### src/rtl/gray_stream_if.sv
// Stream bundle between a Gray-code source and gray_stream_decoder.
// The source sets in_valid to mark a word; out_* reports the decoded result.
interface gray_stream_if #(
  parameter int WIDTH     = 4,
  parameter int ERR_CNT_W = 8
);
  // Handshake: in_valid qualifies in_gray for one clock edge. There is no
  // backpressure. Every valid word seen while EN=1 and clear=0 is consumed.
  // out_valid is a one-cycle pulse that qualifies out_bin, dir_up and step_err.
  logic                 in_valid;
  logic [WIDTH-1:0]     in_gray;
  logic                 out_valid;
  logic [WIDTH-1:0]     out_bin;
  logic                 dir_up;
  logic                 step_err;
  logic [ERR_CNT_W-1:0] err_cnt;
  logic                 locked;

  modport master (
    output in_valid, in_gray,
    input  out_valid, out_bin, dir_up, step_err, err_cnt, locked
  );

  modport slave (
    input  in_valid, in_gray,
    output out_valid, out_bin, dir_up, step_err, err_cnt, locked
  );
endinterface

### src/rtl/gray_stream_decoder.sv
// Gray-to-binary stream decoder with +/-1 step checking, direction report,
// saturating error counter and a lock-tracking state machine.
module gray_stream_decoder #(
  parameter int WIDTH     = 4,
  parameter int ERR_CNT_W = 8
) (
  input  logic       clk,
  input  logic       rst_n,
  input  logic       EN,
  input  logic       clear,
  gray_stream_if.slave s,
  output logic [1:0] dbg_state
);

  typedef enum logic [1:0] {
    IDLE   = 2'd0,
    TRACK  = 2'd1,
    RESYNC = 2'd2
  } state_t;

  localparam logic [WIDTH-1:0]     STEP_UP   = {{(WIDTH-1){1'b0}}, 1'b1};
  localparam logic [WIDTH-1:0]     STEP_DOWN = {WIDTH{1'b1}};
  localparam logic [WIDTH-1:0]     STEP_NONE = {WIDTH{1'b0}};
  localparam logic [ERR_CNT_W-1:0] CNT_MAX   = {ERR_CNT_W{1'b1}};
  localparam logic [ERR_CNT_W-1:0] CNT_ONE   = {{(ERR_CNT_W-1){1'b0}}, 1'b1};

  state_t               state_q, state_d;
  logic [WIDTH-1:0]     prev_q, prev_d;
  logic [WIDTH-1:0]     bin_q, bin_d;
  logic                 valid_q, valid_d;
  logic                 dir_q, dir_d;
  logic                 err_q, err_d;
  logic                 lock_q, lock_d;
  logic [ERR_CNT_W-1:0] cnt_q, cnt_d;

  logic [WIDTH-1:0]     dec;
  logic [WIDTH-1:0]     diff;

  // Each binary bit is the XOR of all Gray bits at or above it.
  always_comb begin
    dec = '0;
    dec[WIDTH-1] = s.in_gray[WIDTH-1];
    for (int i = WIDTH - 2; i >= 0; i--) begin
      dec[i] = dec[i+1] ^ s.in_gray[i];
    end
    diff = dec - prev_q;
  end

  always_comb begin
    state_d = state_q;
    prev_d  = prev_q;
    bin_d   = bin_q;
    valid_d = 1'b0;
    dir_d   = dir_q;
    err_d   = err_q;
    lock_d  = lock_q;
    cnt_d   = cnt_q;
    if (EN) begin
      if (clear) begin
        cnt_d   = '0;
        state_d = IDLE;
        lock_d  = 1'b0;
      end else if (s.in_valid) begin
        valid_d = 1'b1;
        prev_d  = dec;
        bin_d   = dec;
        case (state_q)
          TRACK: begin
            if (diff == STEP_UP) begin
              dir_d = 1'b1;
              err_d = 1'b0;
            end else if (diff == STEP_DOWN) begin
              dir_d = 1'b0;
              err_d = 1'b0;
            end else if (diff == STEP_NONE) begin
              err_d = 1'b0;
            end else begin
              err_d   = 1'b1;
              cnt_d   = (cnt_q == CNT_MAX) ? cnt_q : cnt_q + CNT_ONE;
              state_d = RESYNC;
              lock_d  = 1'b0;
            end
          end
          // IDLE and RESYNC both adopt the word as a fresh reference.
          default: begin
            err_d   = 1'b0;
            state_d = TRACK;
            lock_d  = 1'b1;
          end
        endcase
      end
    end
  end

  always_ff @(posedge clk or negedge rst_n) begin
    if (!rst_n) begin
      state_q <= IDLE;
      prev_q  <= '0;
      bin_q   <= '0;
      valid_q <= 1'b0;
      dir_q   <= 1'b1;
      err_q   <= 1'b0;
      lock_q  <= 1'b0;
      cnt_q   <= '0;
    end else begin
      state_q <= state_d;
      prev_q  <= prev_d;
      bin_q   <= bin_d;
      valid_q <= valid_d;
      dir_q   <= dir_d;
      err_q   <= err_d;
      lock_q  <= lock_d;
      cnt_q   <= cnt_d;
    end
  end

  assign s.out_valid = valid_q;
  assign s.out_bin   = bin_q;
  assign s.dir_up    = dir_q;
  assign s.step_err  = err_q;
  assign s.err_cnt   = cnt_q;
  assign s.locked    = lock_q;
  assign dbg_state   = state_q;

endmodule

### src/flat_wrapper.sv
// flat-port wrapper written by rule: the top's interface ports become plain ports
module gray_stream_decoder_flat 
#(
  parameter int WIDTH     = 4,
  parameter int ERR_CNT_W = 8
)
  (clk, rst_n, EN, clear, dbg_state, s_in_valid, s_in_gray, s_out_valid, s_out_bin, s_dir_up, s_step_err, s_err_cnt, s_locked);
  gray_stream_if #(.WIDTH(WIDTH), .ERR_CNT_W(ERR_CNT_W)) s_i ();
  input  logic clk;
  input  logic rst_n;
  input  logic EN;
  input  logic clear;
  output logic [1:0] dbg_state;
  input wire logic [$bits(s_i.in_valid)-1:0] s_in_valid;
  input wire logic [$bits(s_i.in_gray)-1:0] s_in_gray;
  output wire logic [$bits(s_i.out_valid)-1:0] s_out_valid;
  output wire logic [$bits(s_i.out_bin)-1:0] s_out_bin;
  output wire logic [$bits(s_i.dir_up)-1:0] s_dir_up;
  output wire logic [$bits(s_i.step_err)-1:0] s_step_err;
  output wire logic [$bits(s_i.err_cnt)-1:0] s_err_cnt;
  output wire logic [$bits(s_i.locked)-1:0] s_locked;
  assign s_i.in_valid = s_in_valid;
  assign s_i.in_gray = s_in_gray;
  assign s_out_valid = s_i.out_valid;
  assign s_out_bin = s_i.out_bin;
  assign s_dir_up = s_i.dir_up;
  assign s_step_err = s_i.step_err;
  assign s_err_cnt = s_i.err_cnt;
  assign s_locked = s_i.locked;
  gray_stream_decoder #(.WIDTH(WIDTH), .ERR_CNT_W(ERR_CNT_W)) u_core (.clk(clk), .rst_n(rst_n), .EN(EN), .clear(clear), .s(s_i), .dbg_state(dbg_state));
endmodule
### config.mk
export PLATFORM = sky130hd
export DESIGN_NAME = gray_stream_decoder_flat
export DESIGN_NICKNAME = d
export VERILOG_FILES = /design/src/rtl/gray_stream_if.sv /design/src/rtl/gray_stream_decoder.sv /design/src/flat_wrapper.sv
export SDC_FILE = /design/constraint.sdc
export NUM_CORES = 1
export LEC_CHECK = 0
export ABC_AREA = 1
export CORE_UTILIZATION = 40
export DETAILED_ROUTE_END_ITERATION = 16
export PLACE_DENSITY_LB_ADDON = 0.05
export SLEW_MARGIN = 20
export SYNTH_ARGS = -nofsm -noshare
export SYNTH_HDL_FRONTEND = slang
export SYNTH_SLANG_ARGS = --single-unit
### constraint.sdc
create_clock -name clk -period 2.3 [get_ports clk]
set_clock_uncertainty 0.15 [all_clocks]
set_input_delay 0.46 -clock clk [delete_from_list [all_inputs] [get_ports clk]]
set_output_delay 0.46 -clock clk [all_outputs]
set_load 0.02 [all_outputs]
-- Word level (Yosys, flattened, before mapping)
Cells that the tools add are included.
- flip-flop bits (word level): 18
- input port bits: 9
- output and inout port bits: 18
- add/subtract/negate cells: 2
- eq/ne operators: 11
- muxes and demuxes: 28
- bitwise operators: 4
- reductions and logical operators: 8
- operators with widths (operator ; count):
    $mux 8 ; 7
    $mux 1 ; 15
    $mux 2 ; 6
    $reduce_and 5->1 ; 2
    $ne 3x3->1 const B ; 3
    $add 8x1->8 const B ; 1
    $eq 8x8->1 const B ; 1
    $ne 2x2->1 const B ; 4
    $reduce_and 7->1 ; 1
    $reduce_bool 2->1 ; 3
    $eq 4x1->1 const B ; 1
    $eq 4x4->1 const B ; 1
    $logic_not 4->1 ; 1
    $sub 4x4->4 ; 1
    $reduce_and 3->1 ; 1
    $xor 1x1->1 ; 3
    $eq 2x1->1 const B ; 1
    $not 1->1 ; 1

-- Logic depth before layout (Yosys ltp)
Gate-level depths: netlist (run 1).
- depth in word-level cells: 11
- mapped depth: 17

-- Worst setup path after synthesis (run 1)
Ideal clock, no wire load.
- path kind: input port to flip-flop
- start: in s_in_gray[2]
- end: reg u_core.cnt_q[5] (netlist: u_core.s.err_cnt[5])
- library setup time: 66 ps
- arrival time: 2690 ps
- required time: 2084 ps
- setup slack: -606 ps
- stages: 15
- cell sequence: xor2_1 or2_2 nand2_2 xnor2_1 inv_1 ha_1 fa_1 or2_0 nor2_1 nand3_1 nand2_2 nand2_4 nand3_4 nand2_1 nand2_1
- word-level cells in the longest chain between the ends: 7
- elaborated cells on any way between the ends: 11
- those cells by class: add/sub: 1; eq/ne: 5; bitwise: 3; reduce/logical: 2
- ends and longest elaborated chain (element ; line ; source):
    start, declared ; flat_wrapper.sv:15 ; input wire logic [$bits(s_i.in_gray)-1:0] s_in_gray;
    $xor 1x1->1 * ; gray_stream_decoder.sv:44 ; dec[i] = dec[i+1] ^ s.in_gray[i];
    $xor 1x1->1 (2 in series) ; gray_stream_decoder.sv:44 ;
    $sub 4x4->4 * ; gray_stream_decoder.sv:46 ; diff = dec - prev_q;
    $eq 4x1->1 (tied with other cells) ; gray_stream_decoder.sv:69 ; if (diff == STEP_UP) begin
    $ne 2x2->1 (no source line) ; n/a ;
    $reduce_and 7->1 (no source line) * ; n/a ;
    end signal, assigned ; gray_stream_decoder.sv:113 ; cnt_q <= cnt_d;
    end, declared ; gray_stream_decoder.sv:34 ; logic [ERR_CNT_W-1:0] cnt_q, cnt_d;
Mark *: on every way between the ends. The rest lies on a longest branch, timed or not.
A chain may end at the register's enable or synchronous reset.

-- Worst setup path in the final report (run 1)
- start: in s_in_gray[3]
- end: reg u_core.cnt_q[1] (netlist: u_core.s.err_cnt[1])
- word-level cells in the longest chain between the ends: 7
- elaborated cells on any way between the ends: 11
- those cells by class: add/sub: 1; eq/ne: 5; bitwise: 3; reduce/logical: 2
- ends and longest elaborated chain (element ; line ; source):
    $xor 1x1->1 * ; gray_stream_decoder.sv:44 ;
    net u_core.dec[2] ; gray_stream_decoder.sv:36 ; logic [WIDTH-1:0] dec;
    $xor 1x1->1 (2 in series) ; gray_stream_decoder.sv:44 ;
    $sub 4x4->4 * ; gray_stream_decoder.sv:46 ;
    $eq 4x1->1 (tied with other cells) ; gray_stream_decoder.sv:69 ;
    $ne 2x2->1 (no source line) ; n/a ;
    $reduce_and 7->1 (no source line) * ; n/a ;
The timed path passes the listed nets; every way through them passes the cells marked *.

==> metrics.md, run 1 <==
| Metric | Value |
|---|---|
| Initial antenna violation count | 0 |
| WP data required | 2380 ps |
| Chip Height | 55.24 um |
| Final Cycle Share | 1.158 |
| Placed cell count | 217 |
| Synth area leaders | dfrtp_1 35%, nand2_1 16%, inv_1 5.3% |
| Core area | 2567 sq um |
| Relative slew slack | 0.8200 |
| Delay of the slowest critical-path stage | 420 ps |
| # clock sinks | 17 |
| Wirelength per Cell | 12.18 um |
| Unrepaired setup endpoints after global routing | true |
| Commonest cells after routing, fill and taps aside | 40 x nand2_1, 23 x clkdlybuf4s50_1, 16 x dfrtp_1, 15 x buf_4, 14 x inv_1 |
| First-pass GRT wire length | 4.416 mm |
| Final slew viol count | 0 |
| PortBufs | 26 |
| DP Area | 1523 sq um |
| Final GP Congestion | 0.8029 |
| CTS root buf | clkbuf_4 |
| Post-synthesis sequential area ratio | 0.3764 |
| Peak VDD IR | 0.0005433 V |
| Post-DP HPWL | 1.932 mm |
| Yosys top cell area share | 0.3532 |
| Final Hold Vio Count | 0 |
| Most Crowded Layer GR | met2 |
| Vias | 1,138 |
| DRC viols | 0 |
| Max Fclk | 375.5 MHz |
| Post-DRT Antenna Nets | 0 |
| Gr ovfl total | 0 |
| Pre-Repair DR Iteration Count | 4 |
| Non-filler cells in the finished layout | 226 |
| Critical Path Source Type | input port |
| Final Setup Violations | 12 |
| Failing checks | setup timing |
| Largest net degree at the start of global routing | 18 |
| Hold Crit Class | reg -> reg |
| Slowest CP cell | fa_2 |
| Grt met2 use | 0.2857 |
| CTS tree | done |
| Syn_area_per_cell | 7.409 sq um |
| ANT cells | 0 |
| Clock buffer depth | 2 |
| Synthesis-to-layout area growth | 46.14% |
| Reg clk slew, reported paths | 100 ps |
| Total power | 1.156 mW |
| P per Cell Area | 698.1 nW/um^2 |
| Setup TNS | -3912 ps |
| Num CTS Buffers | 3 |
| Row cnt | 18 |
| H-Tree Depth | 1 |
| Hold_ws | 334.7 ps |
| Routed wire length | 2.753 mm |
| Outcome | complete, but fails checks |
| Vias in the first global route | 1,016 |
| Setup CP Type | in -> reg |
| Critical path arrival | 2740 ps |
| Leakage | 0.8062 nW |
| Post-route minimum period | 2663 ps |
| Fin area | 1657 sq um |
| Gr usage total | 0.1801 |
| FILL cells | 232 |
| CP Depth | 16 |
| Die Area | 3051 sq um |
| Crit path max fanout | 8 |
| M1 GR Usage | 0.2474 |
| Worst-path cell chain | buf_8 -> xor2_4 -> or2_4 -> nand2_4 -> xnor2_2 -> inv_2 -> ha_4 -> fa_2 -> or2_0 -> nor2_1 -> nand3_2 -> nand2_4 -> nand2_4 -> nand3_4 -> nand2_2 -> nand2_1 |
| Syn. warnings | 0 |
| Most frequent cell on the critical path | nand2_4 |
| Starting DRT DRC Count | 40 |
| Netlist Area Pre-Place | 1134 sq um |
| Layout Nets | 211 |
| Worst slack, placed | -1139 ps |
| GR Layer Usage met3 | 0.04918 |
| Initial Util | 0.4415 |
| Crit path max-delay family | simple AND/OR/NAND/NOR gates |
| CP bufs+invs | 2 |
| Post-Syn Nets | 167 |
| Most common cell after layout, fill and taps aside | nand2_1 |
| Worst Tran Pin Value | 268.3 ps |
| Cells after synthesis | 153 |
| Die width | 55.24 um |
| Clock insertion delay at the later pin of the skew report | 290 ps |
| Final core utilization | 0.6452 |
| Reg2Reg Depth | 10 |
| Crit. End Element | flip-flop |
| #FFs+latches synth | 17 |
| Worst hold path stage count | 2 |
| Total I/O pin count | 27 |
| Synth area leader | dfrtp_1 |
| Fraction of layout cells with a size suffix above 1 | 0.2755 |
| Netlist cell types | 31 |
| # Max-Cap Violations | 0 |
| Drt via density | 5.035 |
| Worst setup margin | -362.9 ps |
==> state kept, by name (all words and copies together), names as in the netlist <==
name,flops
u_core.s.err_cnt,8
u_core.prev_q,4
u_core.dbg_state,2
u_core.s.dir_up,1
u_core.s.out_valid,1
u_core.s.step_err,1
==> area by class of cell <==
type / instances / area, sq um / share of cell area
sequential: 17 / 426.7 / 0.2576
clock buffer: 4 / 26.28 / 0.01586
multi-input combinational: 116 / 725.7 / 0.4381
inverter: 19 / 73.82 / 0.04456
timing repair buffer: 40 / 366.6 / 0.2213
tap: 30 / 37.54 / 0.02266
==> cell families (layout without fill, tap and decap cells) <==
kind of cell	count (synthesis)	count (layout)	share of synthesized area
buffers and inverters	21	63	0.07616
AOI/OAI and AO/OA	14	14	0.07506
DFF	17	17	0.3764
adders and majority gates	5	5	0.06181
xor gates and xnor gates	3	3	0.02981
and+or+nand+nor	93	94	0.3808
==> per-layer routing <==
layer	vias to the layer above	wire length (um)
met2	33	1344
met1	524	1230
met3	2	162
met4	0	15
met5	-	0
li1	579	-
==> repair_timing <==
item | CTS | global route
hold buffers | 0 | 0
endpoints found under the setup margin | 12 | 12
pin swaps | 17 | 12
cloned | 1 | 0
resized for setup | 16 | 17
setup buffers | 3 | 1
==> synthesized netlist by cell type <==
| cell type | instances |
|---|---|
| dfstp_2 | 1 |
| nand2_4 | 1 |
| o31ai_1 | 1 |
| ha_1 | 4 |
| nand3b_1 | 1 |
| clkinv_1 | 2 |
| nor2_1 | 14 |
| nand2_1 | 48 |
| dfrtp_1 | 16 |
| fa_1 | 1 |
| inv_1 | 16 |
| o21ai_0 | 5 |
| buf_4 | 2 |
| xnor2_1 | 1 |
| a21oi_2 | 1 |
| nand3_1 | 9 |
| or2_0 | 1 |
| nor3_1 | 1 |
| nand3_4 | 1 |
| o21a_1 | 1 |
| a21boi_1 | 1 |
| or2_2 | 1 |
| xor2_2 | 1 |
| nor2_2 | 2 |
| inv_2 | 1 |
| o21ai_2 | 1 |
| and3_1 | 1 |
| nand4_1 | 9 |
| nand2_2 | 4 |
| xor2_1 | 1 |
| a21oi_1 | 4 |
==> report_power, final <==
part | total, mW | internal, mW | switching [mW] | leakage, nW
Sequential | 0.401 | 0.348 | 0.0529 | 0.222
Combinational | 0.594 | 0.267 | 0.327 | 0.569
Clock | 0.162 | 0.0674 | 0.0947 | 0.0150
==> worst min-delay path, cell delays in order (launching register included) <==
cell and delay, ps:
dfstp_2 390, o31ai_2 50, nand2_1 50
==> final timing paths <==
kind                       slack [ps]                    startpoint                               to
setup / recovery                 -360                  s_in_gray[3]  u_core.s.err_cnt[1]$_DFFE_PN0P_
hold / removal                    330   u_core.s.dir_up$_DFFE_PN1P_      u_core.s.dir_up$_DFFE_PN1P_
setup reg to reg                  140  u_core.prev_q[0]$_DFFE_PN0P_  u_core.s.err_cnt[1]$_DFFE_PN0P_
hold reg to reg                   330   u_core.s.dir_up$_DFFE_PN1P_      u_core.s.dir_up$_DFFE_PN1P_
max in group asynchronous        1410                         rst_n      u_core.s.dir_up$_DFFE_PN1P_
min in group asynchronous         340                         rst_n    u_core.s.step_err$_DFFE_PN0P_
(Power assumes the default switching activity.)
==> run 2: changes to the inputs <==
Settings changed: PLACE_DENSITY_LB_ADDON 0.05 to 0.3, TNS_END_PERCENT set to 100.
==> run 2 against run 1 <==
  * The run still ends with setup timing left
  * Sequential cell count stayed put
  * Core utilization is 0.44 points lower
  * Cell area is 0.68% lower
  * Critical endpoint unchanged
  * Largest cell class unchanged
  * Non-clock buffer count is 1 higher
  * Die area stayed put
==> metrics.md, run 2 (synthesis gave the netlist of run 1 again) <==
| Metric | Value |
|---|---|
| Post-DRT Antenna Nets | 0 (unchanged) |
| Layout Nets | 212 (+0.47%) |
| First-pass GRT wire length | 4.498 mm (+1.9%) |
| PortBufs | 26 (unchanged) |
| Leakage | 0.8098 nW (+0.45%) |
| Chip Height | 55.24 um (unchanged) |
| Final Setup Violations | 12 (unchanged) |
| Delay of the slowest critical-path stage | 520 ps (+100 ps) |
| Final Hold Vio Count | 0 (unchanged) |
| Crit path max fanout | 8 (unchanged) |
| Fraction of layout cells with a size suffix above 1 | 0.2386 (-0.03693) |
| CTS root buf | clkbuf_4 |
| Critical Path Source Type | input port |
| Total power | 1.154 mW (-0.22%) |
| CTS tree | done |
| CP bufs+invs | 4 (+2) |
| Outcome | complete, but fails checks |
| Unrepaired setup endpoints after global routing | true |
| Worst Tran Pin Value | 295.5 ps (+27.19 ps) |
| Final GP Congestion | 0.8870 (+10%) |
| Peak VDD IR | 0.0005169 V (-4.9%) |
| Commonest cells after routing, fill and taps aside | 45 x nand2_1, 23 x clkdlybuf4s50_1, 16 x dfrtp_1, 15 x inv_1, 15 x buf_4 |
| Row cnt | 18 (unchanged) |
| Worst slack, placed | -1137 ps (+2.700 ps) |
| Drt via density | 5.128 (+1.8%) |
| Num CTS Buffers | 3 (unchanged) |
| Gr usage total | 0.1821 (+0.001985) |
| Setup CP Type | in -> reg |
| WP data required | 2380 ps (about the same) |
| Largest net degree at the start of global routing | 18 (unchanged) |
| # clock sinks | 17 (unchanged) |
| Worst setup margin | -381.9 ps (-19.01 ps) |
| Gr ovfl total | 0 (unchanged) |
| # Max-Cap Violations | 0 (unchanged) |
| Core area | 2567 sq um (unchanged) |
| Most frequent cell on the critical path | nand2_4 |
| Crit. End Element | flip-flop |
| Total I/O pin count | 27 (unchanged) |
| Starting DRT DRC Count | 49 (+23%) |
| FILL cells | 232 (unchanged) |
| Relative slew slack | 0.8018 (-0.01824) |
| ANT cells | 0 (unchanged) |
| Slowest CP cell | fa_2 |
| Worst-path cell chain | buf_8 -> xor2_4 -> or2_4 -> nand2_4 -> xnor2_2 -> inv_2 -> ha_4 -> fa_2 -> buf_4 -> inv_1 -> nor2_1 -> nand3_2 -> nand2_4 -> nand2_4 -> nand3_4 -> nand2_1 -> nand2_1 |
| Failing checks | setup timing |
| Max FFs per register | 8 (unchanged) |
| Hold buffers post-CTS | 0 (unchanged) |
| Vias | 1,164 (+2.3%) |
| Initial antenna violation count | 0 (unchanged) |
| P per Cell Area | 701.3 nW/um^2 (+0.46%) |
| Final Cycle Share | 1.166 (+0.008264) |
| Synthesis-to-layout area growth | 45.14% |
| Pre-Repair DR Iteration Count | 4 (unchanged) |
| Hold Crit Class | in -> async |
| DP Area | 1515 sq um (-0.49%) |
| Vias in the first global route | 1,075 (+5.8%) |
| Clock insertion delay at the later pin of the skew report | 300 ps (about the same) |
| Wirelength per Cell | 12.75 um (+4.7%) |
| H-Tree Depth | 1 (unchanged) |
| Routed wire length | 2.894 mm (+5.1%) |
| Critical path arrival | 2770 ps (+30 ps) |
| Most common cell after layout, fill and taps aside | nand2_1 |
| DRC viols | 0 (unchanged) |
| Die Area | 3051 sq um (unchanged) |
| Post-route minimum period | 2682 ps (+19.01 ps) |
| Hold_ws | 317.9 ps (-16.71 ps) |
| Fin area | 1645 sq um (-0.68%) |
| Post-DP HPWL | 1.990 mm (+3.0%) |
| Max Fclk | 372.9 MHz (-0.71%) |
| Clock buffer depth | 2 (unchanged) |
| Reg clk slew, reported paths | 110 ps (about the same) |
| Final core utilization | 0.6408 (-0.004386) |
| Crit path max-delay family | simple AND/OR/NAND/NOR gates |
| Initial Util | 0.4415 (unchanged) |
| Final slew viol count | 0 (unchanged) |
| Die width | 55.24 um (unchanged) |
==> run 2: worst register-to-register path, stage by stage, from the launching register on <==
cell	delay, ps
dfrtp_1	440
ha_4	180
fa_2	520
buf_4	110
inv_1	30
nor2_1	140
nand3_2	130
nand2_4	120
nand2_4	80
nand3_4	120
nand2_1	70
nand2_1	60
==> run 2: path summary, 6_finish.rpt <==
path	from	endpoint	slack, ps	cells after the start
min	rst_n	u_core.prev_q[0]$_DFFE_PN0P_	320	2
min reg2reg	u_core.s.step_err$_DFFE_PN0P_	u_core.s.step_err$_DFFE_PN0P_	340	2
max reg2reg	u_core.prev_q[0]$_DFFE_PN0P_	u_core.s.err_cnt[1]$_DFFE_PN0P_	90	11
max	s_in_gray[2]	u_core.s.err_cnt[1]$_DFFE_PN0P_	-380	17
max in group asynchronous	rst_n	u_core.s.dir_up$_DFFE_PN1P_	1430	2
min in group clk	u_core.s.step_err$_DFFE_PN0P_	u_core.s.step_err$_DFFE_PN0P_	340	2
==> run 2: cell type report <==
type	instances	area [sq um]	area share
sequential	17	426.7	0.2593
multi-input combinational	116	705.7	0.4289
clock buffer	4	26.28	0.01597
tap	30	37.54	0.02281
timing repair buffer	41	377.9	0.2297
inverter	19	71.32	0.04335
==> run 2: layer usage <==
| metal | GRT usage | wire, um |
|---|---|---|
| met4 | 0.05357 | 27 |
| met1 | 0.2504 | 1262 |
| met2 | 0.2788 | 1448 |
| met5 | 0 | 0 |
| met3 | 0.05152 | 156 |
==> run 2: per-stage QoR <==
step,instances,TNS (ps)
after global placement,216,-12470
after floorplan,153,-5280
final,227,-4082
after CTS,226,-3477
after detailed placement,216,-13160
after global routing,227,-5370
==> run 2: repair_timing <==
action,in CTS,in global routing
gates resized for setup,16,9
setup endpoints to repair,12,12
setup buffers,5,1
cloned,1,0
pin swaps,15,6
==> run 2: where the power goes <==
part	switching, mW	internal, mW	leakage [nW]
combinational	0.322	0.268	0.573
sequential	0.0489	0.348	0.222
clock	0.0997	0.0676	0.0150
